`src/rtl/cell_pkg.sv`:
```
// cell_pkg: shared opcode definitions for the CLB cells.
//   OP_W         opcode width
//   OP_SLL..ROR  operation codes; 6 and 7 are reserved
//   op_right()   true for the right-moving operations (SRL, SRA, ROR)
package cell_pkg;
  localparam int OP_W = 3;

  localparam logic [OP_W-1:0] OP_SLL = 3'd0;
  localparam logic [OP_W-1:0] OP_SRL = 3'd1;
  localparam logic [OP_W-1:0] OP_SRA = 3'd2;
  localparam logic [OP_W-1:0] OP_XOR = 3'd3;
  localparam logic [OP_W-1:0] OP_ROL = 3'd4;
  localparam logic [OP_W-1:0] OP_ROR = 3'd5;

  function automatic logic op_right(input logic [OP_W-1:0] op);
    return (op == OP_SRL) || (op == OP_SRA) || (op == OP_ROR);
  endfunction
endpackage

```
`src/rtl/shift_stage.sv`:
```
// shift_stage: a slice of a barrel shifter covering levels
// FIRST_LVL .. FIRST_LVL+NUM_LVL-1 (level k moves by 2**k bits).
//   din        data entering this slice
//   amt        the shamt bits that belong to this slice's levels
//   dir_right  1 = move towards LSB, 0 = towards MSB
//   fill       bit shifted in at the MSB on right shifts (sign for SRA)
//   rot        wrap shifted-out bits around instead of filling
//   dout       data leaving this slice
module shift_stage #(
  parameter int WIDTH     = 32,
  parameter int FIRST_LVL = 0,
  parameter int NUM_LVL   = 1
) (
  input  logic [WIDTH-1:0]   din,
  input  logic [NUM_LVL-1:0] amt,
  input  logic               dir_right,
  input  logic               fill,
  input  logic               rot,
  output logic [WIDTH-1:0]   dout
);
  logic [WIDTH-1:0] d;
  int               sh;

  always_comb begin
    d  = din;
    sh = 0;
    for (int i = 0; i < NUM_LVL; i++) begin
      if (amt[i]) begin
        sh = 1 << (FIRST_LVL + i);
        if (dir_right)
          d = rot ? ((d >> sh) | (d << (WIDTH - sh)))
                  : ((d >> sh) | (fill ? ~({WIDTH{1'b1}} >> sh) : '0));
        else
          d = rot ? ((d << sh) | (d >> (WIDTH - sh))) : (d << sh);
      end
    end
    dout = d;
  end
endmodule

```
`src/rtl/cell_shifter_pipe.sv`:
```
// cell_shifter_pipe: two-stage valid/ready shift/rotate/XOR/bypass cell.
//   clk, rst              clock, synchronous active-high reset
//   in_bus, sel0, sel1    NUM_IN candidate operands and their selects
//   sel_op, by_pass       operation code, pass-operand0-through override
//   in_valid / in_ready   request handshake
//   out_data, out_illegal result and reserved-opcode flag
//   out_valid / out_ready result handshake
// Build option: CELL_SHIFT_ROTATE_EN enables ROL/ROR; when undefined
// opcodes 4 and 5 are reported as reserved.
module cell_shifter_pipe
  import cell_pkg::*;
#(
  parameter int WIDTH  = 32,
  parameter int NUM_IN = 4,
  parameter int SELW   = $clog2(NUM_IN)
) (
  input  logic                    clk,
  input  logic                    rst,
  input  logic [NUM_IN*WIDTH-1:0] in_bus,
  input  logic [SELW-1:0]         sel0,
  input  logic [SELW-1:0]         sel1,
  input  logic [OP_W-1:0]         sel_op,
  input  logic                    by_pass,
  input  logic                    in_valid,
  output logic                    in_ready,
  output logic [WIDTH-1:0]        out_data,
  output logic                    out_illegal,
  output logic                    out_valid,
  input  logic                    out_ready
);
  localparam int SHW    = $clog2(WIDTH);
  localparam int S1_LVL = SHW / 2;
  localparam int S2_LVL = SHW - S1_LVL;

`ifdef CELL_SHIFT_ROTATE_EN
  localparam logic ROT_EN = 1'b1;
`else
  localparam logic ROT_EN = 1'b0;
`endif

  function automatic logic op_rot(input logic [OP_W-1:0] op);
    return ROT_EN && ((op == OP_ROL) || (op == OP_ROR));
  endfunction

  function automatic logic op_rsv(input logic [OP_W-1:0] op);
    return ROT_EN ? (op > OP_ROR) : (op > OP_XOR);
  endfunction

  // S1 state
  logic [WIDTH-1:0] op0_q, op0_d, op1_q, op1_d, part_q, part_d;
  logic [OP_W-1:0]  op_q, op_d;
  logic             byp_q, byp_d, s1_v_q, s1_v_d;
  // S2 state
  logic [WIDTH-1:0] out_data_q, out_data_d;
  logic             out_illegal_q, out_illegal_d, s2_v_q, s2_v_d;

  logic [WIDTH-1:0] opa, opb, part_sh, full_sh, res;
  logic             ill, s1_adv, s2_adv;

  // Out-of-range selects match no candidate and leave the operand at 0.
  always_comb begin
    opa = '0;
    opb = '0;
    for (int k = 0; k < NUM_IN; k++) begin
      if (int'(sel0) == k) opa = in_bus[k*WIDTH +: WIDTH];
      if (int'(sel1) == k) opb = in_bus[k*WIDTH +: WIDTH];
    end
  end

  shift_stage #(.WIDTH(WIDTH), .FIRST_LVL(0), .NUM_LVL(S1_LVL)) u_s1_shift (
    .din       (opa),
    .amt       (opb[0 +: S1_LVL]),
    .dir_right (op_right(sel_op)),
    .fill      (opa[WIDTH-1] && (sel_op == OP_SRA)),
    .rot       (op_rot(sel_op)),
    .dout      (part_sh)
  );

  shift_stage #(.WIDTH(WIDTH), .FIRST_LVL(S1_LVL), .NUM_LVL(S2_LVL)) u_s2_shift (
    .din       (part_q),
    .amt       (op1_q[S1_LVL +: S2_LVL]),
    .dir_right (op_right(op_q)),
    .fill      (op0_q[WIDTH-1] && (op_q == OP_SRA)),
    .rot       (op_rot(op_q)),
    .dout      (full_sh)
  );

  always_comb begin
    s2_adv   = !s2_v_q || out_ready;
    s1_adv   = !s1_v_q || s2_adv;
    in_ready = s1_adv && !rst;

    ill = !byp_q && op_rsv(op_q);
    if (byp_q)              res = op0_q;
    else if (ill)           res = '0;
    else if (op_q == OP_XOR) res = op0_q ^ op1_q;
    else                    res = full_sh;

    op0_d  = op0_q;
    op1_d  = op1_q;
    op_d   = op_q;
    byp_d  = byp_q;
    part_d = part_q;
    s1_v_d = s1_v_q;
    if (s1_adv) begin
      op0_d  = opa;
      op1_d  = opb;
      op_d   = sel_op;
      byp_d  = by_pass;
      part_d = part_sh;
      s1_v_d = in_valid;
    end

    out_data_d    = out_data_q;
    out_illegal_d = out_illegal_q;
    s2_v_d        = s2_v_q;
    if (s2_adv) begin
      out_data_d    = res;
      out_illegal_d = ill;
      s2_v_d        = s1_v_q;
    end
  end

  always_ff @(posedge clk) begin
    if (rst) begin
      op0_q         <= '0;
      op1_q         <= '0;
      op_q          <= '0;
      byp_q         <= 1'b0;
      part_q        <= '0;
      s1_v_q        <= 1'b0;
      out_data_q    <= '0;
      out_illegal_q <= 1'b0;
      s2_v_q        <= 1'b0;
    end else begin
      op0_q         <= op0_d;
      op1_q         <= op1_d;
      op_q          <= op_d;
      byp_q         <= byp_d;
      part_q        <= part_d;
      s1_v_q        <= s1_v_d;
      out_data_q    <= out_data_d;
      out_illegal_q <= out_illegal_d;
      s2_v_q        <= s2_v_d;
    end
  end

  assign out_data    = out_data_q;
  assign out_illegal = out_illegal_q;
  assign out_valid   = s2_v_q;
endmodule
```
`config.mk`:
```
export PLATFORM = sky130hd
export DESIGN_NAME = cell_shifter_pipe
export DESIGN_NICKNAME = d
export VERILOG_FILES = /design/src/rtl/cell_pkg.sv /design/src/rtl/shift_stage.sv /design/src/rtl/cell_shifter_pipe.sv
export SDC_FILE = /design/constraint.sdc
export NUM_CORES = 1
export LEC_CHECK = 0
export BUFFER_PORTS_ARGS = -buffer_cell sky130_fd_sc_hd__clkbuf_2
export CORE_UTILIZATION = 40
export DETAILED_ROUTE_END_ITERATION = 10
export PLACE_DENSITY = 0.58
export SYNTH_ARGS = -nofsm -noshare
export SYNTH_HDL_FRONTEND = slang
export SYNTH_HIERARCHICAL = 1
export SYNTH_SLANG_ARGS = --single-unit
export TNS_END_PERCENT = 20
```
`constraint.sdc`:
```
create_clock -name clk -period 6.5 [get_ports clk]
set_input_delay 0.325 -clock clk [delete_from_list [all_inputs] [get_ports clk]]
set_output_delay 0.325 -clock clk [all_outputs]
set_load 0.01 [all_outputs]
```
Word-level counts from Yosys, hierarchy flattened
Cells that the tools add are included.
- magnitude comparators: 1
- eq/ne operators: 13
- mux-type cells: 26
- bitwise gates (word level): 6
- reduce and logical (&&, ||, !) cells: 16
- operator list (operator ; count):
    32-bit two-way mux ; 26
    16-bit by 32-bit OR with 32-bit output ; 1
    24-bit by 32-bit OR with 32-bit output ; 1
    28-bit by 32-bit OR with 32-bit output ; 1
    30-bit by 32-bit OR with 32-bit output ; 1
    31-bit by 32-bit OR with 32-bit output ; 1
    32-bit bitwise XOR ; 1
    3-bit by 2-bit == test with 1-bit output, second input constant ; 3
    2-bit == test, second input constant ; 4
    3-bit by 1-bit == test with 1-bit output, second input constant ; 2
    3-bit == test, second input constant ; 2
    1-bit logical OR ; 6
    2-bit by 1-bit == test with 1-bit output, second input constant ; 2
    1-bit logical AND ; 4
    1-bit logical NOT ; 4
    2-bit logical NOT ; 2
    3-bit by 2-bit > comparator with 1-bit output, second input constant ; 1
- bits in registers: 135
- bits of input ports: 140
- output and inout port bits: 35
- logic and storage cells: 71

Logic depth before layout (Yosys ltp)
- depth after elaboration: 15
- gate-level depth with buffers: 15

By module
The synthesis kept the hierarchy.
- by module, submodules not included (module ; instances ; cells an instance ; area an instance (um2)):
    cell_shifter_pipe ; 1 ; 569 ; 6729.0
    shift_stage (u_s2_shift) ; 1 ; 338 ; 2499.9
    shift_stage (u_s1_shift) ; 1 ; 204 ; 1884.3

Least setup slack after synthesis
No wires, ideal clock.
- path type: register to register
- start: register op_q[0]
- end: register out_data_q[3] (netlist: out_data[3])
- arrival time: 2.505 ns
- setup slack: 3.876 ns
- stages on the path, launching flop included: 13
- buffers on the path: 4
- clock period less this slack: 2.624 ns
- path through: dfxtp_1 > buf_2 > clkbuf_1 > mux2i_1 > buf_6 > buf_8 > mux2_4 > mux4_2 > a22oi_1 > nand2_1 > a21oi_1 > a211o_1 > a21oi_1
- word-level cells in the longest chain between the ends: 14
- ends and longest elaborated chain (what ; RTL line ; text):
    start, declared ; cell_shifter_pipe.sv:51 ; logic [OP_W-1:0] op_q, op_d;
    start signal, assigned ; cell_shifter_pipe.sv:138 ; op_q <= op_d;
    3-bit by 1-bit == test with 1-bit output or 3-bit by 2-bit == test with 1-bit output (tied branches) ; cell_pkg.sv:16 ; return (op == OP_SRL) || (op == OP_SRA) || (op == OP_ROR);
    1-bit logical OR ; cell_pkg.sv:16 ;
    1-bit logical OR * ; cell_pkg.sv:16 ;
    32-bit two-way mux ; shift_stage.sv:30 ; if (dir_right)
    32-bit two-way mux ; shift_stage.sv:28 ; if (amt[i]) begin
    24-bit by 32-bit OR with 32-bit output ; shift_stage.sv:32 ; : ((d >> sh) | (fill ? ~({WIDTH{1'b1}} >> sh) : '0));
    32-bit two-way mux ; shift_stage.sv:30 ;
    32-bit two-way mux ; shift_stage.sv:28 ;
    16-bit by 32-bit OR with 32-bit output ; shift_stage.sv:32 ;
    32-bit two-way mux ; shift_stage.sv:30 ;
    32-bit two-way mux * ; shift_stage.sv:28 ;
    via full_sh[3] ; cell_shifter_pipe.sv:57 ; logic [WIDTH-1:0] opa, opb, part_sh, full_sh, res;
    32-bit two-way mux * ; cell_shifter_pipe.sv:96 ; else if (op_q == OP_XOR) res = op0_q ^ op1_q;
    32-bit two-way mux * ; cell_shifter_pipe.sv:95 ; else if (ill) res = '0;
    32-bit two-way mux * ; cell_shifter_pipe.sv:94 ; if (byp_q) res = op0_q;
    end signal, assigned ; cell_shifter_pipe.sv:142 ; out_data_q <= out_data_d;
    end, declared ; cell_shifter_pipe.sv:54 ; logic [WIDTH-1:0] out_data_q, out_data_d;
The timed path passes the listed nets; every way through them passes the cells marked *.
A chain may end at the register's enable or synchronous reset.

Final worst setup path
- start: register op_q[1]
- end: register out_data_q[20] (netlist: out_data[20])
- word-level cells in the longest chain between the ends: 13
- ends and longest elaborated chain (what ; RTL line):
    3-bit by 2-bit == test with 1-bit output or 3-bit by 1-bit == test with 1-bit output (tied branches) ; cell_pkg.sv:16, cell_shifter_pipe.sv:83
    1-bit logical AND or 1-bit logical OR (tied branches) ; cell_shifter_pipe.sv:83, cell_pkg.sv:16
    32-bit two-way mux or 1-bit logical OR (tied branches) ; shift_stage.sv:32, cell_pkg.sv:16
    28-bit by 32-bit OR with 32-bit output or 32-bit two-way mux (tied branches) ; shift_stage.sv:32, shift_stage.sv:30
    32-bit two-way mux, on equally long branches ; shift_stage.sv:30, shift_stage.sv:28
    32-bit two-way mux or 24-bit by 32-bit OR with 32-bit output (tied branches) ; shift_stage.sv:28, shift_stage.sv:32
    24-bit by 32-bit OR with 32-bit output or 32-bit two-way mux (tied branches) ; shift_stage.sv:32, shift_stage.sv:30
    32-bit two-way mux, on equally long branches ; shift_stage.sv:30, shift_stage.sv:28
    32-bit two-way mux, on equally long branches ; shift_stage.sv:28, shift_stage.sv:30
    32-bit two-way mux * ; shift_stage.sv:28
    via full_sh[20] ; cell_shifter_pipe.sv:57
    32-bit two-way mux * ; cell_shifter_pipe.sv:96
    32-bit two-way mux * ; cell_shifter_pipe.sv:95
    32-bit two-way mux * ; cell_shifter_pipe.sv:94
Marked as above.

==> metrics.yaml <==
placement:
  place_hpwl_um: 27800
  routabilityCongestion: 0.9553
  dpl_worst_slack_ps: 2880
  port_buffers: 174
sta:
  layout_setup_ws_ps: 2779
  period_minus_slack_ps: 3721
  hold_violations: 0
  tns_ps: 0
  setup_viol: 0
  rsz0062_at_grt: "no"
  slew_headroom: 0.1746
  worst_slew_pin_slew_ps: 1238
  min_period_over_period: 0.5724
  finalClockSkew_ps: 9.223
  maxSlewViolCount: 0
  fmax_mhz: 268.8
finish:
  final_layout_size_suffix_gt1_frac: 0.2895
  area_growth_pct: 12.67
  final_core_util: 0.4620
  nFillCells: 2568
  n_antenna_cell: 0
  fin_nets: 1343
worst_hold_path:
  hold_path.class: "in2reg"
clock_network:
  root_buffer: "clkbuf_16"
  cts_setup_buffers: 0
  htreeDepth: 4
  ctsHoldBuffers: 0
  cts_tree: "yes"
  cts.clk_slew.worst_paths_ps: 70
  clockBufferDepth: 2
  cts_sinks: 135
  cts_resized: 0
  clk-insertion-delay-late_ps: 430
  cts_buffers: 17
route:
  route.met2.wl_um: 17630
  dr.pass1.iters: 6
  met3_wirelength_um: 3232
  first_iter_violations: 1247
  post-route-drc-count: 0
  drt.antenna.violating_nets: 0
  routedWlPerCell_um: 24.83
  avgViaCountPerCell: 6.545
  top_layer: "met4"
  vias: 10390
  met1_length_um: 17590
  routed_wl_um: 39440
grt:
  globalRouteOverflowTotal: 0
  grt_pass1_wl_um: 60020
  antenna_found_initial: 0
  grt_pass1_vias: 9645
  track_usage: 0.2748
  grt_max_degree: 77
setup_path:
  worstPathArrival_ps: 4040
  cp.required_ps: 6820
  crit_type: "reg2reg"
  crit_path_start_kind: "flip-flop"
  worst-path-max-fanout: 34
  end_kind: "flip-flop"
floorplan:
  placementRows: 60
  core_um2: 27100
  start_util: 0.4101
  io_pins: 175
  dieArea_um2: 28450
  die_h_um: 168.7
  die_w_um: 168.7
yosys:
  avgSynthCellArea_um2: 10.00
  synth-main-ff-cell: "dfxtp_1"
  synth_largest_area_cell: "dfxtp_1"
  synth.cell_area_um2: 11110
  async_flop_share: 0
  synth_top_area_share: 0.2432
  synthCells: 1111
  synth_area_leaders: "dfxtp_1 24%, mux4_2 20%, mux2i_1 11%"
  synth_edf_count: 0
  ys.warnings.count: 6
  synth_seq_cells: 135
  synthDistinctLibCells: 58
  ys_seq_area_frac: 0.2432
outcome:
  status: "finished, final reports clean"
job:
  cap_violations: 0
power_and_ir_drop:
  peakVddDrop_mv: 0.1806
  leakagePower_nw: 4.900
  total_power_w: 0.003026
  powerDensity_nw_per_um2: 241.7
-- kinds of logic (layout without fill, tap and decap cells) --
| family | after synthesis | count (layout) | share of synthesized area |
|---|---|---|---|
| xor+xnor | 32 | 32 | 0.02522 |
| flops | 135 | 135 | 0.2432 |
| compound gates | 452 | 452 | 0.2843 |
| simple gates | 123 | 123 | 0.05449 |
| buf+inv | 134 | 232 | 0.06620 |
| mux | 234 | 234 | 0.3263 |
| other cells | 1 | 8 | 0.0003374 |
-- where the power goes --
| part | internal, W | switching (W) |
|---|---|---|
| logic | 0.000476 | 0.000536 |
| registers | 0.000913 | 0.000148 |
| clock network | 0.000510 | 0.000443 |
| total | 0.00190 | 0.00113 |
-- registers in the layout, indices dropped and copies added, names as in the netlist --
signal	count
byp_q	1
op0_q	32
op1_q	32
op_q	3
out_data	32
out_illegal	1
out_valid	1
part_q	32
s1_v_q	1
-- routing by layer --
metal / vias to the layer above / GRT usage
li1: 4630 / -
met1: 5150 / 0.3964
met2: 554 / 0.4157
met3: 60 / 0.04933
met4: 0 / 0.08419
met5: - / 0
-- synth_stat cells, types with 4 or more instances --
library cell and number:
xnor2_1 25, a21oi_1 110, a21boi_0 4, and3b_1 8
o22ai_1 34, clkbuf_1 41, nand2_1 14, mux4_2 101
mux2_2 8, o22ai_2 7, a211oi_1 31, buf_4 18
dfxtp_1 135, a21o_1 30, nor2b_1 6, mux2i_1 123
a31oi_1 17, o21ai_0 46, nand2b_1 10, buf_2 50
nand3b_1 8, a22oi_1 24, xor2_1 7, nor2_1 64
buf_1 6, inv_1 6, and2_1 4, buf_6 7
a211o_1 25, a22o_1 101, a221o_1 4
-- per-stage QoR --
stage	hold slack (ps)	std cells	area [um2]
global placement	441.3	1556	11950
finish	97.30	1588	12520
detailed placement	449.1	1556	11950
global route	95.31	1588	12520
floorplan	435.2	1118	11140
CTS	86.22	1588	12520
-- layout by cell type, fill, tap and decap left out, types with 3 or more instances in the layout --
cell	Yosys	final
a211o_1	25	25
a211oi_1	31	31
a21boi_0	4	4
a21o_1	30	30
a21oi_1	110	109
a221o_1	4	4
a22o_1	101	101
a22oi_1	24	24
a31oi_1	17	17
and2_1	4	4
and3b_1	8	8
buf_4	18	18
clkbuf_16	0	17
clkbuf_2	0	174
clkinvlp_4	0	3
conb_1	1	8
dfxtp_1	135	133
inv_1	6	6
inv_6	0	6
inv_8	0	3
mux2_2	8	7
mux2_4	2	3
mux2i_1	123	122
mux4_2	101	100
nand2_1	14	14
nand2b_1	10	10
nand3b_1	8	8
nor2_1	64	64
nor2b_1	6	6
nor3_1	3	3
o21ai_0	46	46
o22ai_1	34	34
o22ai_2	7	7
xnor2_1	25	25
xor2_1	7	7
-- worst paths after layout --
check,from,end,slack (ps),cells past startpoint
worst max register to register,op_q[1],out_data[20],2780,11
worst max-delay path,op_q[1],out_data[20],2780,11
worst min-delay path,in_valid,s1_v_q,100,2
worst min register to register,out_illegal,out_illegal,460,2
-- worst max-delay path, cell delays in order, from the launching register on --
cell and delay, ps:
dfxtp_1 310, buf_4 300, nand2b_1 160, mux2i_4 850, buf_4 520, nand2b_1 180, and2_1 350, a22oi_1 250
a22oi_1 150, a21oi_1 320, a211o_1 140, a21oi_1 60
-- area by class of cell --
class / count / area, um2 / share of cell area
inverter: 8 / 30.03 / 0.002398
tap: 372 / 465.4 / 0.03717
clock buffer: 17 / 425.4 / 0.03398
clock inverter: 15 / 150.1 / 0.01199
multi-input combinational: 849 / 7736 / 0.6179
timing repair buffer: 192 / 1006 / 0.08034
sequential: 135 / 2708 / 0.2162
Note: power is estimated with default switching activity, not from simulation.
